==> config.mk <==
export PLATFORM = sky130hd
export DESIGN_NAME = cp0_exc_unit_flat
export DESIGN_NICKNAME = d
export VERILOG_FILES = /design/src/rtl/cp0_exc_unit_pkg.sv /design/src/rtl/cp0_exc_unit_if.sv /design/src/rtl/cp0_exc_unit_int_sync.sv /design/src/rtl/cp0_exc_unit.sv /design/src/flat_wrapper.sv
export SDC_FILE = /design/constraint.sdc
export NUM_CORES = 1
export LEC_CHECK = 0
export ABC_AREA = 1
export BUFFER_PORTS_ARGS = -buffer_cell sky130_fd_sc_hd__buf_4
export CELL_PAD_IN_SITES_DETAIL_PLACEMENT = 0
export CELL_PAD_IN_SITES_GLOBAL_PLACEMENT = 1
export CORE_UTILIZATION = 38
export CTS_CLUSTER_SIZE = 12
export DETAILED_ROUTE_END_ITERATION = 8
export PLACE_DENSITY = 0.82
export SETUP_SLACK_MARGIN = 0.2
export SYNTH_ARGS = -nofsm -noshare
export SYNTH_HDL_FRONTEND = slang
export SYNTH_SLANG_ARGS = --single-unit
==> constraint.sdc <==
create_clock -name clk -period 5.5 [get_ports clk]
set_clock_uncertainty 0.05 [all_clocks]
set_input_delay 0.275 -clock clk [delete_from_list [all_inputs] [get_ports clk]]
set_output_delay 0.275 -clock clk [all_outputs]
set_load 0.005 [all_outputs]
==> src/rtl/cp0_exc_unit_pkg.sv <==
// Shared CP0 definitions: register numbers, exception codes, field positions,
// handler vector and FSM state type. Also used by the decoder and hazard unit.
package cp0_exc_unit_pkg;

  localparam logic [31:0] HANDLER_PC = 32'h8000_0180;
  localparam int          NUM_INT    = 6;

  localparam logic [4:0] CP0_STATUS = 5'd12;
  localparam logic [4:0] CP0_CAUSE  = 5'd13;
  localparam logic [4:0] CP0_EPC    = 5'd14;

  localparam logic [4:0] EXC_INT = 5'd0;
  localparam logic [4:0] EXC_OV  = 5'd12;

  localparam int ST_IE     = 0;
  localparam int ST_EXL    = 1;
  localparam int ST_IM_LO  = 8;
  localparam int CA_EXC_LO = 2;
  localparam int CA_IP_LO  = 10;
  localparam int CA_BD     = 31;

  typedef enum logic {
    RUN   = 1'b0,
    REDIR = 1'b1
  } state_t;

  typedef struct packed {
    logic [7:0] im;   // Status[15:8]
    logic       exl;
    logic       ie;
  } status_t;

  // A delay-slot instruction restarts at its branch, one word earlier.
  function automatic logic [31:0] exc_epc(input logic [31:0] pc, input logic bd);
    return bd ? pc - 32'd4 : pc;
  endfunction

endpackage

==> src/rtl/cp0_exc_unit_if.sv <==
// Pipeline <-> CP0 exception unit connection bundle.
interface cp0_exc_unit_if;
  import cp0_exc_unit_pkg::*;

  logic               ex_valid;
  logic [31:0]        ex_pc;
  logic               ex_bd;
  logic               ovf;
  logic               eret;
  logic               mtc0;
  logic [4:0]         cp0_addr;
  logic [31:0]        cp0_wdata;
  logic [NUM_INT-1:0] int_req;
  logic [31:0]        cp0_rdata;
  logic               ex_kill;
  logic               flush;
  logic               redirect;
  logic [31:0]        redirect_pc;
  logic [31:0]        epc;

  modport master (
    output ex_valid, ex_pc, ex_bd, ovf, eret, mtc0, cp0_addr, cp0_wdata, int_req,
    input  cp0_rdata, ex_kill, flush, redirect, redirect_pc, epc
  );

  modport slave (
    input  ex_valid, ex_pc, ex_bd, ovf, eret, mtc0, cp0_addr, cp0_wdata, int_req,
    output cp0_rdata, ex_kill, flush, redirect, redirect_pc, epc
  );

endinterface

==> src/rtl/cp0_exc_unit_int_sync.sv <==
// Two-flop synchronizer for the asynchronous, level-sensitive interrupt lines.
module cp0_exc_unit_int_sync #(
  parameter int WIDTH = 6
) (
  input  logic             clk,
  input  logic             rst,
  input  logic [WIDTH-1:0] d,
  output logic [WIDTH-1:0] q
);

  logic [WIDTH-1:0] meta;

  // NOTE: sequential state uses non-blocking assignments so both stages
  // sample their inputs at the same edge and the chain really is two deep.
  always_ff @(posedge clk or posedge rst) begin
    if (rst) begin
      meta <= '0;
      q    <= '0;
    end else begin
      meta <= d;
      q    <= meta;
    end
  end

endmodule

==> src/rtl/cp0_exc_unit.sv <==
// CP0 exception unit: decides commit / exception / ERET for the EX instruction,
// holds Status/Cause/EPC and drives kill, flush and PC redirect.
module cp0_exc_unit
  import cp0_exc_unit_pkg::*;
(
  input logic          clk,
  input logic          rst,
  cp0_exc_unit_if.slave bus
);

  state_t             state, state_nxt;
  status_t            status;
  logic               cause_bd;
  logic [4:0]         exc_code;
  logic [31:0]        epc;
  logic [31:0]        target;
  logic [NUM_INT-1:0] ip;

  logic take_int, take_exc, do_eret, do_mtc0;

  cp0_exc_unit_int_sync #(.WIDTH(NUM_INT)) u_int_sync (
    .clk (clk),
    .rst (rst),
    .d   (bus.int_req),
    .q   (ip)
  );

  always_ff @(posedge clk or posedge rst) begin
    if (rst) state <= RUN;
    else     state <= state_nxt;
  end

  // NOTE: every always_comb output gets a default first, so no path can leave
  // a value unassigned and infer a latch.
  always_comb begin
    state_nxt = state;
    take_int  = 1'b0;
    take_exc  = 1'b0;
    do_eret   = 1'b0;
    do_mtc0   = 1'b0;
    case (state)
      RUN: begin
        if (bus.ex_valid) begin
          // IP[15:10] lines up with IM[15:10], the top six mask bits.
          take_int  = status.ie & ~status.exl & (|(ip & status.im[7:2]));
          take_exc  = take_int | bus.ovf;
          do_eret   = ~take_exc & bus.eret;
          do_mtc0   = ~take_exc & ~bus.eret & bus.mtc0;
          if (take_exc || do_eret) state_nxt = REDIR;
        end
      end
      REDIR:   state_nxt = RUN;
      default: state_nxt = RUN;
    endcase
  end

  assign bus.ex_kill     = take_exc;
  assign bus.flush       = (state == REDIR);
  assign bus.redirect    = (state == REDIR);
  assign bus.redirect_pc = target;
  assign bus.epc         = epc;

  always_ff @(posedge clk or posedge rst) begin
    if (rst) begin
      status   <= '0;
      cause_bd <= 1'b0;
      exc_code <= '0;
      epc      <= '0;
      target   <= '0;
    end else if (take_exc) begin
      exc_code <= take_int ? EXC_INT : EXC_OV;
      target   <= HANDLER_PC;
      // A nested exception keeps the EPC/BD of the outermost one.
      if (!status.exl) begin
        epc        <= exc_epc(bus.ex_pc, bus.ex_bd);
        cause_bd   <= bus.ex_bd;
        status.exl <= 1'b1;
      end
    end else if (do_eret) begin
      status.exl <= 1'b0;
      target     <= epc;
    end else if (do_mtc0) begin
      case (bus.cp0_addr)
        CP0_STATUS: begin
          status.im  <= bus.cp0_wdata[ST_IM_LO +: 8];
          status.exl <= bus.cp0_wdata[ST_EXL];
          status.ie  <= bus.cp0_wdata[ST_IE];
        end
        CP0_CAUSE: begin
          cause_bd <= bus.cp0_wdata[CA_BD];
          exc_code <= bus.cp0_wdata[CA_EXC_LO +: 5];
        end
        CP0_EPC: epc <= bus.cp0_wdata;
        default: ;
      endcase
    end
  end

  always_comb begin
    bus.cp0_rdata = '0;
    case (bus.cp0_addr)
      CP0_STATUS: bus.cp0_rdata = {16'b0, status.im, 6'b0, status.exl, status.ie};
      CP0_CAUSE:  bus.cp0_rdata = {cause_bd, 15'b0, ip, 3'b0, exc_code, 2'b0};
      CP0_EPC:    bus.cp0_rdata = epc;
      default:    bus.cp0_rdata = '0;
    endcase
  end

endmodule
==> src/flat_wrapper.sv <==
// flat-port wrapper written by rule: the top's interface ports become plain ports
module cp0_exc_unit_flat import cp0_exc_unit_pkg::*;
  (clk, rst, bus_ex_valid, bus_ex_pc, bus_ex_bd, bus_ovf, bus_eret, bus_mtc0, bus_cp0_addr, bus_cp0_wdata, bus_int_req, bus_cp0_rdata, bus_ex_kill, bus_flush, bus_redirect, bus_redirect_pc, bus_epc);
  cp0_exc_unit_if bus_i ();
  input logic clk;
  input logic rst;
  input wire logic [$bits(bus_i.ex_valid)-1:0] bus_ex_valid;
  input wire logic [$bits(bus_i.ex_pc)-1:0] bus_ex_pc;
  input wire logic [$bits(bus_i.ex_bd)-1:0] bus_ex_bd;
  input wire logic [$bits(bus_i.ovf)-1:0] bus_ovf;
  input wire logic [$bits(bus_i.eret)-1:0] bus_eret;
  input wire logic [$bits(bus_i.mtc0)-1:0] bus_mtc0;
  input wire logic [$bits(bus_i.cp0_addr)-1:0] bus_cp0_addr;
  input wire logic [$bits(bus_i.cp0_wdata)-1:0] bus_cp0_wdata;
  input wire logic [$bits(bus_i.int_req)-1:0] bus_int_req;
  output wire logic [$bits(bus_i.cp0_rdata)-1:0] bus_cp0_rdata;
  output wire logic [$bits(bus_i.ex_kill)-1:0] bus_ex_kill;
  output wire logic [$bits(bus_i.flush)-1:0] bus_flush;
  output wire logic [$bits(bus_i.redirect)-1:0] bus_redirect;
  output wire logic [$bits(bus_i.redirect_pc)-1:0] bus_redirect_pc;
  output wire logic [$bits(bus_i.epc)-1:0] bus_epc;
  assign bus_i.ex_valid = bus_ex_valid;
  assign bus_i.ex_pc = bus_ex_pc;
  assign bus_i.ex_bd = bus_ex_bd;
  assign bus_i.ovf = bus_ovf;
  assign bus_i.eret = bus_eret;
  assign bus_i.mtc0 = bus_mtc0;
  assign bus_i.cp0_addr = bus_cp0_addr;
  assign bus_i.cp0_wdata = bus_cp0_wdata;
  assign bus_i.int_req = bus_int_req;
  assign bus_cp0_rdata = bus_i.cp0_rdata;
  assign bus_ex_kill = bus_i.ex_kill;
  assign bus_flush = bus_i.flush;
  assign bus_redirect = bus_i.redirect;
  assign bus_redirect_pc = bus_i.redirect_pc;
  assign bus_epc = bus_i.epc;
  cp0_exc_unit u_core (.clk(clk), .rst(rst), .bus(bus_i));
endmodule
==> results.cfg <==
[global_route]
use_met2_pct = 36.88
grt_start_max_net_pins = 81
grt_pass1_wl_um = 25560
met1_usage_pct = 33.02
use_met3_pct = 3.523
antenna_found_initial = 0
busiest_layer = met2
grt_pass1_vias = 4829
grt-ovfl-total = 0
track_usage_pct = 23.53

[placed_design]
pre_cts_slack_ns = 2.535
place_area_mm2 = 0.006575
gp_congestion = 0.8466
dp_hpwl_um = 12310
io_buffers = 180

[cts]
numClockSinks = 93
path_clk_slew_ns = 0.06
cts_tree = built
ctsRootBufferMaster = clkbuf_16
clock_latency_ns = 0.35
numCtsBuffers = 9
ctsHtreeMaxLevel = 3
cts_max_path_buffers = 2

[sta]
slew-limit-headroom_pct = 27.02
final_max_slew_viol_count = 0
worst_slack_ns = 2.517
rsz0062_at_grt = no
fmax_mhz = 335.3
setup_viol = 0
setup_tns_ns = 0
tightest_slew_ns = 1.093
fin_crit_ns = 2.983
fin_crit_sh_pct = 54.23
hold_viol_final = 0

[yosys]
synth.top_cell.area_share_pct = 45.10
synth-edff-count = 0
synth_cells = 676
syn_area_per_cell_um2 = 7.633
ys_seq_elements = 93
syn_nets = 759
yosysSeqAreaShare_pct = 45.10
synth_ff_type = dfrtp_1
synth_warnings = 0
synth_area_mm2 = 0.005160
yosysUniqueCellTypes = 38
yosys.area.top_type = dfrtp_1
ys_top_cells_by_area = dfrtp_1 (45%), nand2_1 (14%), nand3_1 (6.3%)
async_flop_share_pct = 100.0

[layout]
drive_above_1_share_pct = 28.91
seq_area_mm2 = 0.002327
fillCellCount = 1346
fin_nets = 929
area_growth_pct = 34.19
final_area_mm2 = 0.006924
n_antenna_cell = 0
multi_input_comb_area_mm2 = 0.002371
post-route-util_pct = 52.29

[drt]
vias = 5086
viasPerCell = 4.952
routed_wl_um = 16160
drc = 0
wire_per_inst_um = 15.73
initialDrtViolationCount = 291
ant_nets = 0
dr.pass1.iters = 4

[critical_path]
worstPathMaxFanout = 80
regToRegStartpoint = u_core.status[9]$_DFFE_PP0P_
criticalPathCategory = reg -> reg
r2r_end = u_core.bus.epc[11]$_DFFE_PP0P_
rrSetupSlack_ns = 2.52
crit_arrival_ns = 3.21
worstRegToRegCells = 13
required_ns = 5.73
start_kind = flop
end_kind = flop

[floorplanning]
die_w_um = 118.5
io_pins = 181
chipHeight_um = 118.5
rows = 42
start_util_pct = 38.96
die-area_mm2 = 0.01405
core_mm2 = 0.01324

[min_path]
min_path_cells = 3
hold_start = bus_cp0_wdata[11]
min_to = u_core.status[5]$_DFFE_PP0P_
min_path_type = in -> reg

[pwr]
ir_drop_uv = 163.9
power.total_mw = 1.935
leakage_nw = 3.531
p_per_area_mw_per_mm2 = 279.5

[outcome]
status = finished clean

[job]
max_cap_violations = 0
[area by class of cell]
type	instances	share of cell area (%)
tap	176	3.180
clock inverter	4	0.3253
inverter	75	4.192
clock buffer	12	3.704
sequential	93	33.61
timing repair buffer	189	20.74
multi-input combinational	478	34.24
[sequential cells by signal, summed over array words and instances (netlist names)]
signal,flops
u_core.cause_bd,1
u_core.status,10
u_core.bus.redirect_pc,32
u_core.exc_code,5
u_core.bus.flush,1
u_core.u_int_sync.q,6
u_core.u_int_sync.meta,6
u_core.bus.epc,32
[synthesized netlist by cell type, types with 2 or more instances]
cell type / number
a21oi_1: 9
clkbuf_1: 11
nor2_4: 6
o21bai_1: 2
o31ai_1: 6
o211ai_1: 6
xnor2_1: 3
xor2_1: 9
buf_2: 10
inv_2: 2
nor3_1: 2
o22ai_1: 4
nand3b_1: 2
nor2_1: 68
o21ai_0: 48
nand3_1: 65
or2_2: 2
nand3_2: 2
nand2_2: 2
nand2_4: 3
o21ai_1: 2
buf_4: 4
dfrtp_1: 93
nand2_1: 199
a31oi_1: 2
nand4_1: 3
o21ai_2: 25
inv_1: 72
buf_6: 5
[per-stage QoR]
| step | hold slack (ns) | std cells |
|---|---|---|
| 3_5_place_dp | 0.2675 | 1004 |
| 2_1_floorplan | 0.2564 | 676 |
| 5_1_grt | 0.1243 | 1027 |
| 3_3_place_gp | 0.2508 | 1004 |
| 6_report | 0.1331 | 1027 |
| 4_1_cts | 0.1233 | 1027 |
[logic make-up (layout without fill, tap and decap cells)]
family,after synthesis,after routing,synth area share [%]
compound gates,106,106,13.09
flops,93,93,45.10
simple gates,359,359,30.48
xor+xnor,12,12,2.037
fa+ha+maj,1,1,0.2424
buf+inv,105,280,9.045
[routing by layer]
| layer | routed length, um | vias up |
|---|---|---|
| li1 | - | 2497 |
| met1 | 7381 | 2426 |
| met2 | 7634 | 142 |
| met3 | 820 | 21 |
| met4 | 321 | 0 |
| met5 | 0 | - |
[repair_timing]
| item | in CTS | in global routing |
|---|---|---|
| buffers inserted | 0 | 0 |
| gates resized for setup | 0 | 0 |
| hold buffers | 7 | 0 |
| endpoints found under the hold margin | 32 | 0 |
[layout by cell type (no fill, tap or decap), types with 2 or more instances in the layout]
cell type and instances:
clkbuf_8 2, o21bai_1 2, nand2_2 2, a31oi_1 2, nor2_4 6, nor2_1 68
clkinv_2 4, o31ai_1 6, inv_2 2, nand2_4 3, xnor2_1 3, dlygate4sd3_1 7
nand3b_1 2, o21ai_2 25, o21ai_1 2, a21oi_1 9, nand3_1 64, o211ai_1 6
nand2_1 199, o21ai_0 48, o22ai_1 4, inv_1 71, dfrtp_1 93, xor2_1 9
buf_4 182, clkbuf_16 9, nor3_1 2, nand3_2 3, or2_2 2, nand4_1 3
[worst max-delay path by stage]
stage	from	endpoint	slack, ns	depth (start not counted)
global route	u_core.status[9]$_DFFE_PP0P_	u_core.bus.epc[15]$_DFFE_PP0P_	2.21	13
CTS	u_core.status[9]$_DFFE_PP0P_	u_core.bus.epc[11]$_DFFE_PP0P_	2.51	13
finish	u_core.status[9]$_DFFE_PP0P_	u_core.bus.epc[11]$_DFFE_PP0P_	2.52	13
detailed placement	u_core.status[9]$_DFFE_PP0P_	u_core.bus.epc[11]$_DFFE_PP0P_	2.53	13
global placement	u_core.status[9]$_DFFE_PP0P_	u_core.bus.epc[11]$_DFFE_PP0P_	2.66	13
floorplan	rst	u_core.bus.epc[0]$_DFFE_PP0P_	2.75	1
[power by group]
part / switching, mW / internal, mW / total (mW)
Combinational: 0.252 / 0.236 / 0.488
Sequential: 0.0777 / 0.788 / 0.866
Clock: 0.253 / 0.329 / 0.581
[critical path, cell delays in order (launching register included)]
cell	delay (ns)
dfrtp_1	0.40
nand2_1	0.07
nand2_1	0.05
nor2_1	0.10
nand2_1	0.07
nand2_2	0.10
nand2_4	0.08
nand2_4	0.58
inv_2	0.50
nand2_4	0.24
nand2_8	0.10
inv_8	0.30
nand2_1	0.14
o21ai_2	0.08
No activity file was read; power rests on OpenSTA's default activity.
